**src/rtl/mem_arbiter_nway.sv**
```systemverilog
// N-port memory arbiter: merges NPORTS cache/DMA master ports onto one memory port.
// Fixed-priority (with starvation aging) or round-robin policy, zero-bubble re-grant on ack.
module mem_arbiter_nway #(
    parameter  int NPORTS       = 3,
    parameter  int ADDR_W       = 19,
    parameter  int DATA_W       = 16,
    parameter  int RR_MODE      = 0,
    parameter  int STARVE_LIMIT = 15,
    parameter  int GI_W         = $clog2(NPORTS),
    localparam int BE_W         = DATA_W / 8
) (
    input  logic                     clk,
    input  logic                     reset_n,
    input  logic [NPORTS*ADDR_W-1:0] req_addr,
    input  logic [NPORTS*DATA_W-1:0] req_data_out,
    output logic [DATA_W-1:0]        req_data_in,
    input  logic [NPORTS-1:0]        req_access,
    output logic [NPORTS-1:0]        req_ack,
    input  logic [NPORTS-1:0]        req_wr_en,
    input  logic [NPORTS*BE_W-1:0]   req_bytesel,
    output logic [ADDR_W-1:0]        mem_m_addr,
    input  logic [DATA_W-1:0]        mem_m_data_in,
    output logic [DATA_W-1:0]        mem_m_data_out,
    output logic                     mem_m_access,
    input  logic                     mem_m_ack,
    output logic                     mem_m_wr_en,
    output logic [BE_W-1:0]          mem_m_bytesel,
    output logic                     busy,
    output logic [GI_W-1:0]          grant_idx
);

    localparam int CNT_W = (STARVE_LIMIT > 0) ? $clog2(STARVE_LIMIT + 1) : 1;

    typedef enum logic {
        S_IDLE,
        S_BUSY
    } state_t;

    state_t           r_state;
    logic [GI_W-1:0]  r_grant;
    logic [GI_W-1:0]  r_lastGrant;
    logic [CNT_W-1:0] r_wait [NPORTS];

    logic              w_busy;
    logic              w_grantAccess;
    logic              w_ackFire;
    logic              w_takeGrant;
    logic [NPORTS-1:0] w_mask;
    logic [NPORTS-1:0] w_cand;
    logic              w_found;
    logic [GI_W-1:0]   w_winner;

    function automatic logic [GI_W-1:0] rrIndex(input logic [GI_W-1:0] last, input int k);
        return GI_W'((int'(last) + k) % NPORTS);
    endfunction

    assign w_busy        = (r_state == S_BUSY);
    assign w_grantAccess = req_access[r_grant];
    assign w_ackFire     = w_busy && w_grantAccess && mem_m_ack;
    assign w_takeGrant   = w_found && (!w_busy || w_ackFire);

    // The acked port is masked so it can never be re-granted inside its own ack cycle.
    always_comb begin
        w_mask = '0;
        if (w_ackFire)
            w_mask[r_grant] = 1'b1;
        w_cand   = req_access & ~w_mask;
        w_found  = 1'b0;
        w_winner = '0;
        if (RR_MODE != 0) begin
            for (int k = NPORTS; k >= 1; k--) begin
                if (w_cand[rrIndex(r_lastGrant, k)]) begin
                    w_found  = 1'b1;
                    w_winner = rrIndex(r_lastGrant, k);
                end
            end
        end else begin
            for (int i = NPORTS - 1; i >= 0; i--) begin
                if (w_cand[i]) begin
                    w_found  = 1'b1;
                    w_winner = GI_W'(i);
                end
            end
            if (STARVE_LIMIT > 0) begin
                for (int i = NPORTS - 1; i >= 0; i--) begin
                    if (w_cand[i] && int'(r_wait[i]) >= STARVE_LIMIT)
                        w_winner = GI_W'(i);
                end
            end
        end
    end

    always_ff @(posedge clk or negedge reset_n) begin
        if (!reset_n) begin
            r_state     <= S_IDLE;
            r_grant     <= '0;
            r_lastGrant <= GI_W'(NPORTS - 1);
        end else begin
            case (r_state)
                S_IDLE: begin
                    if (w_found) begin
                        r_state     <= S_BUSY;
                        r_grant     <= w_winner;
                        r_lastGrant <= w_winner;
                    end
                end
                S_BUSY: begin
                    if (!w_grantAccess) begin
                        r_state <= S_IDLE;
                        r_grant <= '0;
                    end else if (w_ackFire) begin
                        if (w_found) begin
                            r_grant     <= w_winner;
                            r_lastGrant <= w_winner;
                        end else begin
                            r_state <= S_IDLE;
                            r_grant <= '0;
                        end
                    end
                end
                default: begin
                    r_state <= S_IDLE;
                    r_grant <= '0;
                end
            endcase
        end
    end

    // A waiting port ages only while it requests and is neither being served nor just granted.
    always_ff @(posedge clk or negedge reset_n) begin
        if (!reset_n) begin
            for (int i = 0; i < NPORTS; i++)
                r_wait[i] <= '0;
        end else begin
            for (int i = 0; i < NPORTS; i++) begin
                if (!req_access[i] || (w_busy && r_grant == GI_W'(i)) ||
                    (w_takeGrant && w_winner == GI_W'(i)))
                    r_wait[i] <= '0;
                else if (int'(r_wait[i]) < STARVE_LIMIT)
                    r_wait[i] <= r_wait[i] + CNT_W'(1);
            end
        end
    end

    always_comb begin
        req_ack = '0;
        if (w_ackFire)
            req_ack[r_grant] = 1'b1;
    end

    assign req_data_in    = mem_m_data_in;
    assign busy           = w_busy;
    assign grant_idx      = r_grant;
    assign mem_m_access   = w_busy && w_grantAccess;
    assign mem_m_addr     = w_busy ? req_addr[int'(r_grant)*ADDR_W +: ADDR_W] : '0;
    assign mem_m_data_out = w_busy ? req_data_out[int'(r_grant)*DATA_W +: DATA_W] : '0;
    assign mem_m_wr_en    = w_busy && req_wr_en[r_grant];
    assign mem_m_bytesel  = w_busy ? req_bytesel[int'(r_grant)*BE_W +: BE_W] : '0;

endmodule

```
**config.mk**
```make
export PLATFORM = sky130hd
export DESIGN_NAME = mem_arbiter_nway
export DESIGN_NICKNAME = d
export VERILOG_FILES = /design/src/rtl/mem_arbiter_nway.sv
export SDC_FILE = /design/constraint.sdc
export NUM_CORES = 1
export LEC_CHECK = 0
export ABC_CLOCK_PERIOD_IN_PS = 3300
export BUFFER_PORTS_ARGS = -buffer_cell sky130_fd_sc_hd__buf_2
export CAP_MARGIN = 10
export CORE_MARGIN = 4
export CORE_UTILIZATION = 41
export CTS_CLUSTER_DIAMETER = 50
export DETAILED_ROUTE_END_ITERATION = 8
export HOLD_SLACK_MARGIN = 0.06
export PLACE_DENSITY = 0.94
export SETUP_SLACK_MARGIN = 0.02
export SKIP_CTS_REPAIR_TIMING = 1
export SLEW_MARGIN = 20
export SYNTH_ARGS = -nofsm -noshare
export SYNTH_HDL_FRONTEND = slang
export SYNTH_SLANG_ARGS = --single-unit
```
**constraint.sdc**
```tcl
create_clock -name clk -period 3.3 [get_ports clk]
set_clock_uncertainty 0.05 [all_clocks]
set_input_delay 0.165 -clock clk [delete_from_list [all_inputs] [get_ports clk]]
set_output_delay 0.165 -clock clk [all_outputs]
set_load 0.05 [all_outputs]
```
# Yosys cells after proc, flatten, opt, wreduce, memory -nomap -nowiden
# Cells that the tools add are included.
[classes]
shifts = 3
n_reduce_logical = 31
bitwise = 3
n_mux = 34
n_eq_ne = 6
n_mul = 1
n_addsub = 3
n_lt_le_gt_ge = 8
[ops]
columns = ["cell", "n"]
rows = [
  ["$shiftx 57x8->19", 1],
  ["$shiftx 48x7->16", 1],
  ["$mux 4", 6],
  ["$mux 2", 11],
  ["$mux 19", 1],
  ["$mux 16", 1],
  ["$logic_and 1x1->1", 14],
  ["$add 4x1->4 const B", 3],
  ["$ge 4x4->1 const B", 3],
  ["$lt 4x4->1 const B", 3],
  ["$mux 1", 9],
  ["$logic_or 1x1->1", 7],
  ["$mul 2x5->7 const B", 1],
  ["$reduce_bool 2->1", 3],
  ["$shiftx 6x4->2", 1],
  ["$bmux 1 s2", 2],
  ["$eq 2x1->1 const B", 2],
  ["$eq 2x2->1 const B", 2],
  ["$logic_not 1->1", 4],
  ["$logic_not 2->1", 2],
  ["$pmux 2 s2", 1],
  ["$and 3x3->3", 1],
  ["$lt 2x3->1 const B", 1],
  ["$mux 3", 1],
  ["other kinds (8)", 8],
]
[totals]
regBits = 15
out_inout_bits = 61
inputBits = 136
elab_cells = 94

# Logic depth before layout (Yosys ltp)
[logic_depth]
ltp_word = 17
ltp_mapped = 7

# Least setup slack after synthesis
# OpenSTA, ideal clock, no wires.
[synth_timing]
path_type = "reg2out"
from = "register r_grant[0], in the netlist grant_idx[0]"
to = "output port mem_m_addr[14]"
required_time_ns = 3.085
t_arrival_ns = 2.412
stages_incl_launch_ff = 8
path_slack_ns = 0.673
n_path_buf = 4
path_cell_list = "dfrtp_1 > buf_4 > nor2b_2 > buf_4 > clkbuf_1 > buf_1 > a21oi_1 > nor2_1"
[synth_via]
elab_chain_cells = 3
[synth_lines]
columns = ["element", "line", "rtl"]
rows = [
  ["from (decl)", "40", "logic [GI_W-1:0] r_grant;"],
  ["from (signal assigned)", "103", "r_grant <= w_winner;"],
  ["from (signal assigned)", "113", "r_grant <= w_winner;"],
  ["$mul 2x5->7", "155", "assign mem_m_addr = w_busy ? req_addr[int'(r_grant)*ADDR_W +: ADDR_W] : '0;"],
  ["$shiftx 57x8->19", "155", ""],
  ["$mux 19", "155", ""],
  ["to (decl)", "21", "output logic [ADDR_W-1:0] mem_m_addr,"],
]
# Every way passes these cells.

# Worst setup path in the final report
[layout_timing]
from = "register r_grant[1], in the netlist grant_idx[1]"
to = "output port mem_m_data_out[0]"
[layout_via]
elab_chain_cells = 2
[layout_lines]
columns = ["element", "line", "rtl"]
rows = [
  ["$shiftx 48x7->16", "156", "assign mem_m_data_out = w_busy ? req_data_out[int'(r_grant)*DATA_W +: DATA_W] : '0;"],
  ["$mux 16", "156", ""],
  ["to (decl)", "23", "output logic [DATA_W-1:0] mem_m_data_out,"],
]
# Every way passes these cells.

==> flow_summary_export.csv <==
group,metric,value,unit
critical_path,path_cells,"buf_4 -> mux2i_1 -> nor2_1 -> a21oi_1 -> nor2_1 -> buf_2",
clocking,numCtsBuffers,3,
timing,slew_viol_final,0,
min_path,hold_path_startpoint,"req_access[1]",
logic_synthesis,syn_area_per_cell,7.13,µm²
timing,min_period_over_period,0.772,
routing,wl_per_cell,16.6,µm
power_and_ir_drop,p_per_area,781,nW/µm²
critical_path,critPathMostFrequentCell,"nor2_1",
logic_synthesis,synth_top_area_share,0.194,
logic_synthesis,synth_seq_cells,15,
timing,min_period,2550,ps
logic_synthesis,yosysSeqAreaShare,0.177,
die,dieArea,6380,µm²
critical_path,slowest_stage,"dfrtp_2",
routing,drtAntennaViolNets,0,
placement,dp_cells,493,
logic_synthesis,yosys.area.top_type,"mux2i_1",
timing,rsz0062_at_grt,"false",
global_route,grt_pass1_vias,2659,
layout,antenna_cells,0,
placement,place_hpwl,6610,µm
global_route,use_met3,0.0384,
timing,finalHoldViolCount,0,
global_route,grt_first_pass_wirelength,12600,µm
die,rows,25,
die,start_util,0.437,
power_and_ir_drop,p_sw_frac,0.661,
global_route,use_met1,0.274,
logic_synthesis,async_flop_share,1.00,
timing,worst_pin_slew,751,ps
routing,num_vias,2692,
global_route,met2_usage,0.481,
timing,setup_viol,0,
clocking,cts_tree,"yes",
layout,final_nets,571,
routing,drt_first_pass_iters,4,
flow_run,drv_cap,0,
power_and_ir_drop,comb_power_share,0.806,
timing,clock.fmax,392,MHz
die,ioPinCount,197,
clocking,path_clk_slew,60,ps
critical_path,criticalPathCategory,"reg -> out",
global_route,grt_max_degree,40,
die,core-area,4850,µm²
die,die_w,79.9,µm
routing,route.detailed.drc,0,
logic_synthesis,yosysWarnings,0,
critical_path,startpoint,"grant_idx[1]$_DFFE_PN0P_",
logic_synthesis,synth.distinct_cells,45,
global_route,grt_usage,0.249,
power_and_ir_drop,internal_power,0.764,mW
global_route,grt.busiest_layer,"met2",
global_route,grt_overflow_total,0,
power_and_ir_drop,p_sw,1.49,mW
power_and_ir_drop,leakage,1.46,nW
layout,areaGrowthSynthToFinish,36.1,%
status,outcome,"completed",
logic_synthesis,netlist_area,2120,µm²
power_and_ir_drop,sequentialPowerShare,0.126,
timing,slew_headroom,0.499,
logic_synthesis,syn_nets,436,
clocking,cts_max_level,1,
critical_path,r2r_cells,5,
logic_synthesis,ys_top_cells_by_area,"mux2i_1, dfrtp_1, nor2_1",
clocking,clock_sinks,15,
critical_path,crit_family,"flip-flops",
timing,finalSetupTns,0,ps
critical_path,worst_setup_path_start_kind,"flop",
clocking,cts.path.max_buffers,2,
clocking,cts_root_buf,"clkbuf_8",
power_and_ir_drop,pwr-share-clk,0.068,
critical_path,crit_path_end_kind,"output port",
critical_path,path_buf_inv,2,
min_path,hold_depth,3,
routing,vias_per_cell,5.41,
critical_path,r2r-end,"r_wait[11]$_DFFE_PN0P_",
critical_path,r2r-start,"grant_idx[1]$_DFFE_PN0P_",
power_and_ir_drop,peakVddDrop,469,µV
placement,numPortBuffers,164,
critical_path,critPathRequiredTime,3080,ps
critical_path,arrival,2330,ps
routing,dr.first_iter.drc_count,202,
critical_path,cp_slowest_stage_delay,860,ps
logic_synthesis,syn-instance-count,297,
layout,drive_gt1_frac,0.429,
min_path,hold_path.class,"in -> reg",
logic_synthesis,ys.flop_type,"dfrtp_1",
placement,place_congestion,0.859,
min_path,worstHoldEndpoint,"grant_idx[0]$_DFFE_PN0P_",
routing,routed_wl,8280,µm
clocking,clock_latency,250,ps
global_route,antenna_found_initial,0,
critical_path,cp_max_fo,28,
critical_path,ff2ff_setup_slack,930,ps
layout,instances_no_fill,498,
die,fp.dieH,79.9,µm
logic_synthesis,synth_edf_count,0,
==> how the worst max path moves through the flow <==
stage / slack (ps) / cells past startpoint / endpoint
global placement: 1070 / 5 / r_wait[11]$_DFFE_PN0P_
finish: 750 / 6 / mem_m_data_out[0]
global route: 600 / 6 / mem_m_data_out[0]
floorplan: 670 / 7 / mem_m_addr[14]
detailed placement: 950 / 5 / r_wait[11]$_DFFE_PN0P_
CTS: 730 / 6 / mem_m_data_out[0]
==> worst register-to-register path, cell delays in order, from the launching register on <==
cell and delay, ps:
dfrtp_2 860, mux2_2 430, o32ai_2 280, o21bai_4 210
a311oi_2 100, a2111oi_2 330
==> stage by stage <==
step	utilization	instance area (µm²)	setup slack (ps)	total power [mW]	hold slack [ps]
after floorplan	-	2120	673	1.73	-181
after global placement	0.583	2830	1070	2.07	32.6
after detailed placement	0.583	2830	953	2.10	41.6
after CTS	0.593	2870	732	2.26	-227
after global routing	0.595	2880	597	2.39	280
final	0.595	2880	752	2.25	270
==> state kept, by name, indices dropped and copies added (netlist names) <==
register and flops:
r_wait 12, grant_idx 2, busy 1
==> cell usage after synthesis, types with 2 or more instances <==
cell type and count:
a31oi_1 3, inv_1 5, buf_2 5, a2111oi_2 2
nand2_1 5, dfrtp_1 15, buf_4 18, ha_1 3
buf_6 2, and3_1 2, xnor2_1 2, o21ai_0 7
nand3b_1 2, a21oi_1 39, nor3_1 9, clkbuf_1 14
a22oi_1 4, mux2i_1 41, nor2_1 89, nand3_1 5
==> cells in the final DEF (no fill, tap or decap), types with 3 or more instances in the layout <==
master,instances
dfrtp_1,14
mux2i_1,41
nor3_1,9
o21ai_0,7
buf_2,164
inv_1,5
a21oi_1,39
a22oi_1,4
clkbuf_8,3
nand2_1,5
buf_4,5
a31oi_1,3
ha_1,3
nor2_1,89
nand3_1,5
==> power by group through the flow <==
stage               combinational, mW  sequential (mW)  clock (mW)
floorplan                        1.44            0.286           0
global placement                 1.79            0.281           0
detailed placement               1.82            0.286           0
CTS                              1.82            0.283       0.152
global route                     1.94            0.292       0.158
finish                           1.82            0.284       0.152
==> cells by family after synthesis <==
family | after synthesis | synth area share
and+or+nand+nor | 119 | 0.245
AOI/OAI and AO/OA | 69 | 0.222
buffers and inverters | 45 | 0.122
muxes | 43 | 0.204
DFF | 15 | 0.177
xor gates and xnor gates | 3 | 0.0124
adders and majority gates | 3 | 0.0177
==> layout make-up <==
class	count	area, µm²
Sequential cell	15	377
Clock inverter	1	5.00
Inverter	5	18.8
Timing Repair Buffer	170	868
Fill cell	440	1960
Multi-Input combinational cell	237	1490
Tap cell	67	83.8
Clock buffer	3	41.3
==> per-layer routing <==
metal	wire, µm	vias to the layer above	part of all wire
met5	0	-	0
met4	181	0	0.022
met3	557	31	0.067
met2	4580	152	0.55
met1	2960	1217	0.36
li1	-	1292	-
No activity file was read; power rests on OpenSTA's default activity.
